[src/rtl/add32.sv]
// add32: registered 32-bit two's-complement adder built from a ripple chain of full-adder cells.
// Latency: 1 cycle; operands sampled on rising clk, sum/cout/ovf valid after that edge.
// Backpressure: none; loads every cycle, so one add per cycle with no stall.
//
// Ports:
//   rd    - registered sum rs + rt mod 2^32
//   rs    - operand A (signed two's complement, unregistered)
//   rt    - operand B (signed two's complement, unregistered)
//   clk   - rising-edge clock
//   rst_n - asynchronous active-low reset, clears rd/cout/ovf
//   cout  - registered unsigned carry out of bit 31
//   ovf   - registered signed overflow flag

// full_adder: one-bit full-adder cell, the repeating element of the carry chain.
// Latency: combinational.
// Backpressure: none.
module full_adder (
   input  logic a,
   input  logic b,
   input  logic ci,
   output logic s,
   output logic co
);

   logic p;

   // Propagate term is shared between the sum and the carry.
   assign p  = a ^ b;
   assign s  = p ^ ci;
   assign co = (a & b) | (ci & p);

endmodule

module add32 (
   output logic [31:0] rd,
   input  logic [31:0] rs,
   input  logic [31:0] rt,
   input  logic        clk,
   input  logic        rst_n,
   output logic        cout,
   output logic        ovf
);

   logic [32:0] c;
   logic [31:0] s;

   assign c[0] = 1'b0;

   // Plain ripple chain: carry of bit i feeds bit i+1. No lookahead and no
   // pipelining, so the bit-0 to bit-31 chain is the critical path.
   for (genvar i = 0; i < 32; i++) begin : g_fa
      full_adder u_fa (
         .a  (rs[i]),
         .b  (rt[i]),
         .ci (c[i]),
         .s  (s[i]),
         .co (c[i+1])
      );
   end

   // Signed overflow is carry into the sign bit differing from carry out of it.
   always_ff @(posedge clk or negedge rst_n) begin
      if (!rst_n) begin
         rd   <= 32'd0;
         cout <= 1'b0;
         ovf  <= 1'b0;
      end else begin
         rd   <= s;
         cout <= c[32];
         ovf  <= c[32] ^ c[31];
      end
   end

endmodule

[config.mk]
export PLATFORM = sky130hd
export DESIGN_NAME = add32
export DESIGN_NICKNAME = d
export VERILOG_FILES = /design/src/rtl/add32.sv
export SDC_FILE = /design/constraint.sdc
export NUM_CORES = 1
export LEC_CHECK = 0
export ABC_AREA = 1
export BUFFER_PORTS_ARGS = -buffer_cell sky130_fd_sc_hd__buf_2
export CAP_MARGIN = 20
export CORE_MARGIN = 4
export CORE_UTILIZATION = 46
export CTS_BUF_LIST = sky130_fd_sc_hd__clkbuf_4
export DETAILED_ROUTE_END_ITERATION = 8
export GPL_TIMING_DRIVEN = 0
export PLACE_DENSITY_LB_ADDON = 0.15
export REMOVE_ABC_BUFFERS = 1
export SYNTH_ARGS = -nofsm -noshare
export SYNTH_HDL_FRONTEND = slang
export SYNTH_SLANG_ARGS = --single-unit
[constraint.sdc]
create_clock -name clk -period 1 [get_ports clk]
set_input_delay 0.15 -clock clk [delete_from_list [all_inputs] [get_ports clk]]
set_output_delay 0.15 -clock clk [all_outputs]
set_load 0.005 [all_outputs]
==> flow_metrics.tcl, run 1 <==
set metrics [dict create \
    tns_ps -171910 \
    dp_hpwl_mm 2.76 \
    grt_pass1_wl_mm 5.37 \
    numCtsBuffers 5 \
    outcome "complete, but fails checks" \
    min_period_over_period 11.1 \
    h-tree-depth 2 \
    cp-start-kind "primary input" \
    grt_max_degree 35 \
    syn_area_um2 1530 \
    place_ws_ps -11880 \
    final_max_slew_viol_count 0 \
    tritoncts "done" \
    drv_cap 0 \
    placed_area_um2 2080 \
    max_freq_ghz 0.0902 \
    hold_viol 0 \
    root_buffer "clkbuf_4" \
    place.port_buffers 99 \
    synth.distinct_cells 6 \
    gp_congestion 0.777 \
    finalSetupViolCount 32 \
    cp.arrival_ps 11360 \
    drive_gt1_frac 0.755 \
    finalCriticalPeriod_ps 11090 \
    criticalPathCategory "in -> reg" \
    max-slew-margin-rel 0.696 \
    mostFrequentLayoutCells "buf_2, dfrtp_1, fa_2" \
    gr-total-overflow 0 \
    num_rows 20 \
    drt_drc_violations_left 0 \
    dr.first_iter.drc_count 18 \
    seq_area_frac_synth 0.555 \
    start_util 0.490 \
    die-area_um2 4320 \
    track_usage 0.174 \
    clkTransAtPathRegs_ps 100 \
    firstDrtPassIters 3 \
    die_h_um 65.7 \
    nets 285 \
    num_io_pins 100 \
    cpMostUsedCell "fa_2" \
    violations "setup timing" \
    place_inst 222 \
    syn_inst 79 \
    required_ps 1270 \
    via_per_inst 4.38 \
    wire_per_inst_um 13.9 \
    critPathSlowestCell "fa_2" \
    vias 1015 \
    setup_ws_ps -10090 \
    areaGrowthSynthToFinish_pct 47.1 \
    p_leak_uw 0.00109 \
    grt_pass1_vias 1218 \
    finalPower_uw 3230 \
    fin_cells 232 \
    crit_fanout 2 \
    tightest_slew_ps 455 \
    ant_nets 0 \
    max_stage_delay_ps 420 \
    die_x_um 65.7 \
    fillCellCount 210 \
    endpoint_kind "flip-flop" \
    grt_antenna_before_repair 0 \
    powerDensity_nw_per_um2 1430 \
    ys_seq_elements 34 \
    syn_avg_cell_area_um2 19.4 \
    cts.sinks 34 \
    yosys_warnings 0 \
    antennaDiodeCount 0 \
    worstHoldPathType "in -> reg" \
    vdd_drop_max_uv 808 \
    clk_path_buf_depth 2 \
    core_um2 3130 \
    rsz0062_at_grt "yes" \
    routed_wl_mm 3.24 \
    layout_commonest_cell "buf_2" \
    finalInstanceArea_um2 2250 \
]
## through the flow
stage | utilization | hold slack [ps]
finish | 0.721 | 46.6
global route | 0.721 | 23.7
CTS | 0.720 | 26.3
detailed placement | 0.666 | 254
global placement | 0.666 | 237
floorplan | - | -146
## registers in the layout, indices dropped and copies added (netlist names)
register / cells
cout: 1
ovf: 1
rd: 32
## worst paths after layout
| path | from | to | cells past startpoint |
|---|---|---|---|
| worst max-delay path | rs[0] | rd[31] | 37 |
| worst min-delay path | rt[0] | rd[0] | 2 |
| min in group asynchronous | rst_n | rd[6] | 2 |
| max in group asynchronous | rst_n | rd[0] | 2 |
## cells by family after synthesis
group | after synthesis | share of synthesized area
adders and majority gates | 32 | 0.413
buffers and inverters | 10 | 0.0245
DFF | 34 | 0.555
and+or+nand+nor | 3 | 0.00735
## worst max-delay path: cells and delay by family
kind | cells | cell delay [ps]
fa+ha+maj | 32 | 10880
buf+inv | 5 | 330
## per-layer routing
metal	vias to the layer above	global-route usage	wire (um)
li1	447	-	-
met1	500	0.180	963
met2	58	0.313	1870
met3	10	0.0547	304
met4	0	0.0855	102
met5	-	0	0
## report_power, final
part / switching, uW / internal, uW / total, uW
logic: 410 / 461 / 871
clock network: 415 / 250 / 666
registers: 58.0 / 1630 / 1690
total: 883 / 2340 / 3230
## Yosys cell counts
library cell,n,area (um^2)
dfrtp_1,34,851
fa_1,31,621
ha_1,1,12.5
inv_1,9,33.8
inv_2,1,3.75
nand2_1,3,11.3
## layout make-up
class | instances | area (um^2) | area share
clock inverter | 3 | 11.3 | 0.00499
timing repair buffer | 101 | 528 | 0.234
sequential | 34 | 851 | 0.377
multi-input combinational | 35 | 734 | 0.326
inverter | 10 | 37.5 | 0.0166
clock buffer | 5 | 37.5 | 0.0166
tap | 44 | 55.1 | 0.0244
## timing repair
| item | 4_1_cts | 5_1_grt |
|---|---|---|
| resized for setup | 39 | 1 |
| hold endpoints to repair | 34 | 0 |
| setup buffers | 1 | 0 |
| pin swaps | 2 | 1 |
| setup endpoints to repair | 32 | 97 |
| gates cloned | 0 | 0 |
| hold buffers | 1 | 0 |
Note: power is estimated with default switching activity, not from simulation.
==> inputs of run 2 (changes only) <==
CELL_PAD_IN_SITES_DETAIL_PLACEMENT = 1   (was not set)
CELL_PAD_IN_SITES_GLOBAL_PLACEMENT = 1   (was not set)
CORE_UTILIZATION = 36   (was 46)
==> run 2 against run 1 <==
Net effect:
- the flow still finishes with violations (setup timing)
- routed wire length grew 16%
- critical path depth is the same
- non-clock buffer count grew 1
==> flow_metrics.tcl, run 2 (synthesis results as in run 1) <==
set metrics [dict create \
    outcome "complete, but fails checks" \
    violations "setup timing" \
    layout_commonest_cell "buf_2" \
    vdd_drop_max_uv 708 \
    finalCriticalPeriod_ps 11130 \
    vias 1019 \
    cpMostUsedCell "fa_2" \
    rsz0062_at_grt "yes" \
    nets 286 \
    cp.arrival_ps 11410 \
    dr.first_iter.drc_count 21 \
    areaGrowthSynthToFinish_pct 47.6 \
    criticalPathCategory "in -> reg" \
    final_max_slew_viol_count 0 \
    numCtsBuffers 5 \
    firstDrtPassIters 4 \
    setup_ws_ps -10130 \
    gr-total-overflow 0 \
    critPathSlowestCell "fa_2" \
    largest_reg_flops 32 \
    dp_hpwl_mm 3.12 \
    drive_gt1_frac 0.770 \
    ant_nets 0 \
    mostFrequentLayoutCells "buf_2, dfrtp_1, fa_2" \
    crit_fanout 2 \
    start_util 0.378 \
    root_buffer "clkbuf_4" \
    finalSetupViolCount 31 \
    powerDensity_nw_per_um2 1450 \
    required_ps 1270 \
    grt_antenna_before_repair 0 \
    grt_pass1_wl_mm 5.98 \
    wirelength_met1_mm 1.15 \
    dr_wl_met2_mm 2.19 \
    whs_ps 28.0 \
    endpoint_kind "flip-flop" \
    cts.sinks 34 \
    grt_max_degree 35 \
    clk_path_buf_depth 2 \
    drv_cap 0 \
    largestRegisters "rd x32, cout x1, ovf x1" \
    grt_pass1_vias 1246 \
    min_period_over_period 11.1 \
    top_layer "met4" \
    met3_length_um 372 \
    top_register "rd" \
    max-slew-margin-rel 0.690 \
    max_freq_ghz 0.0898 \
    gp_congestion 0.738 \
    worstHoldPathType "in -> reg" \
    track_usage 0.153 \
    die_h_um 73.3 \
    tightest_slew_ps 465 \
    p_leak_uw 0.00109 \
    die_x_um 73.3 \
    finalInstanceArea_um2 2260 \
    hold_viol 0 \
    clkTransAtPathRegs_ps 100 \
    place.port_buffers 99 \
    core_um2 4060 \
    placed_area_um2 2090 \
    wire_per_inst_um 15.9 \
    tritoncts "done" \
    via_per_inst 4.30 \
    drt_drc_violations_left 0 \
    cp-start-kind "primary input" \
    h-tree-depth 2 \
    max_stage_delay_ps 430 \
    num_rows 23 \
    routed_wl_mm 3.76 \
    die-area_um2 5370 \
    fillCellCount 439 \
    num_io_pins 100 \
    antennaDiodeCount 0 \
]
## run 2: changes by cell type in the layout (fill, tap and decap cells not counted), sizes merged
cell and delta:
buf +1, clkinv -2
## run 2: final timing paths
check,startpoint,endpoint,cells past startpoint
min in group asynchronous,rst_n,rd[1],2
hold / removal,rt[0],rd[0],2
max in group asynchronous,rst_n,ovf,2
setup / recovery,rs[0],rd[31],37
## run 2: per-layer routing
| layer | up-vias | GRT usage |
|---|---|---|
| met1 | 518 | 0.161 |
| met5 | - | 0 |
| li1 | 443 | - |
| met4 | 0 | 0.0492 |
| met3 | 5 | 0.0547 |
| met2 | 53 | 0.282 |
## run 2: worst max-delay path: cells and delay by family
| kind | cells | cell delay [ps] |
|---|---|---|
| fa+ha+maj | 32 | 10910 |
| buf+inv | 5 | 330 |
## run 2: stage by stage
stage	total power, uW	setup slack [ps]	utilization	setup TNS, ps	instances
3_3_place_gp	2490	-11650	0.515	-205190	228
5_1_grt	3550	-10380	0.558	-176630	237
4_1_cts	3340	-10270	0.555	-173570	236
2_1_floorplan	1990	-11150	-	-194690	79
6_report	3280	-10130	0.558	-172070	237
3_5_place_dp	2580	-11960	0.515	-209880	228
## run 2: final cells by class
cell class                      instances  area (um^2)  share of cell area
Multi-Input combinational cell         35          734               0.325
Clock buffer                            5         37.5              0.0166
Sequential cell                        34          851               0.376
Inverter                               10         37.5              0.0166
Tap cell                               50         62.6              0.0277
Timing Repair Buffer                  102          536               0.237
Clock inverter                          1         3.75             0.00166
## run 2: repair_timing
action	4_1_cts	5_1_grt
pin swaps	5	6
resized for setup	39	2
hold buffers	1	0
endpoints found under the hold margin	34	0
endpoints found under the setup margin	42	98
setup buffers	1	1
## run 2: where the power goes
| group | internal (uW) | leakage [uW] | switching [uW] | total [uW] |
|---|---|---|---|---|
| registers | 1630 | 0.000396 | 62.6 | 1700 |
| logic | 472 | 0.000674 | 431 | 903 |
| clock network | 240 | 0.0000246 | 438 | 678 |
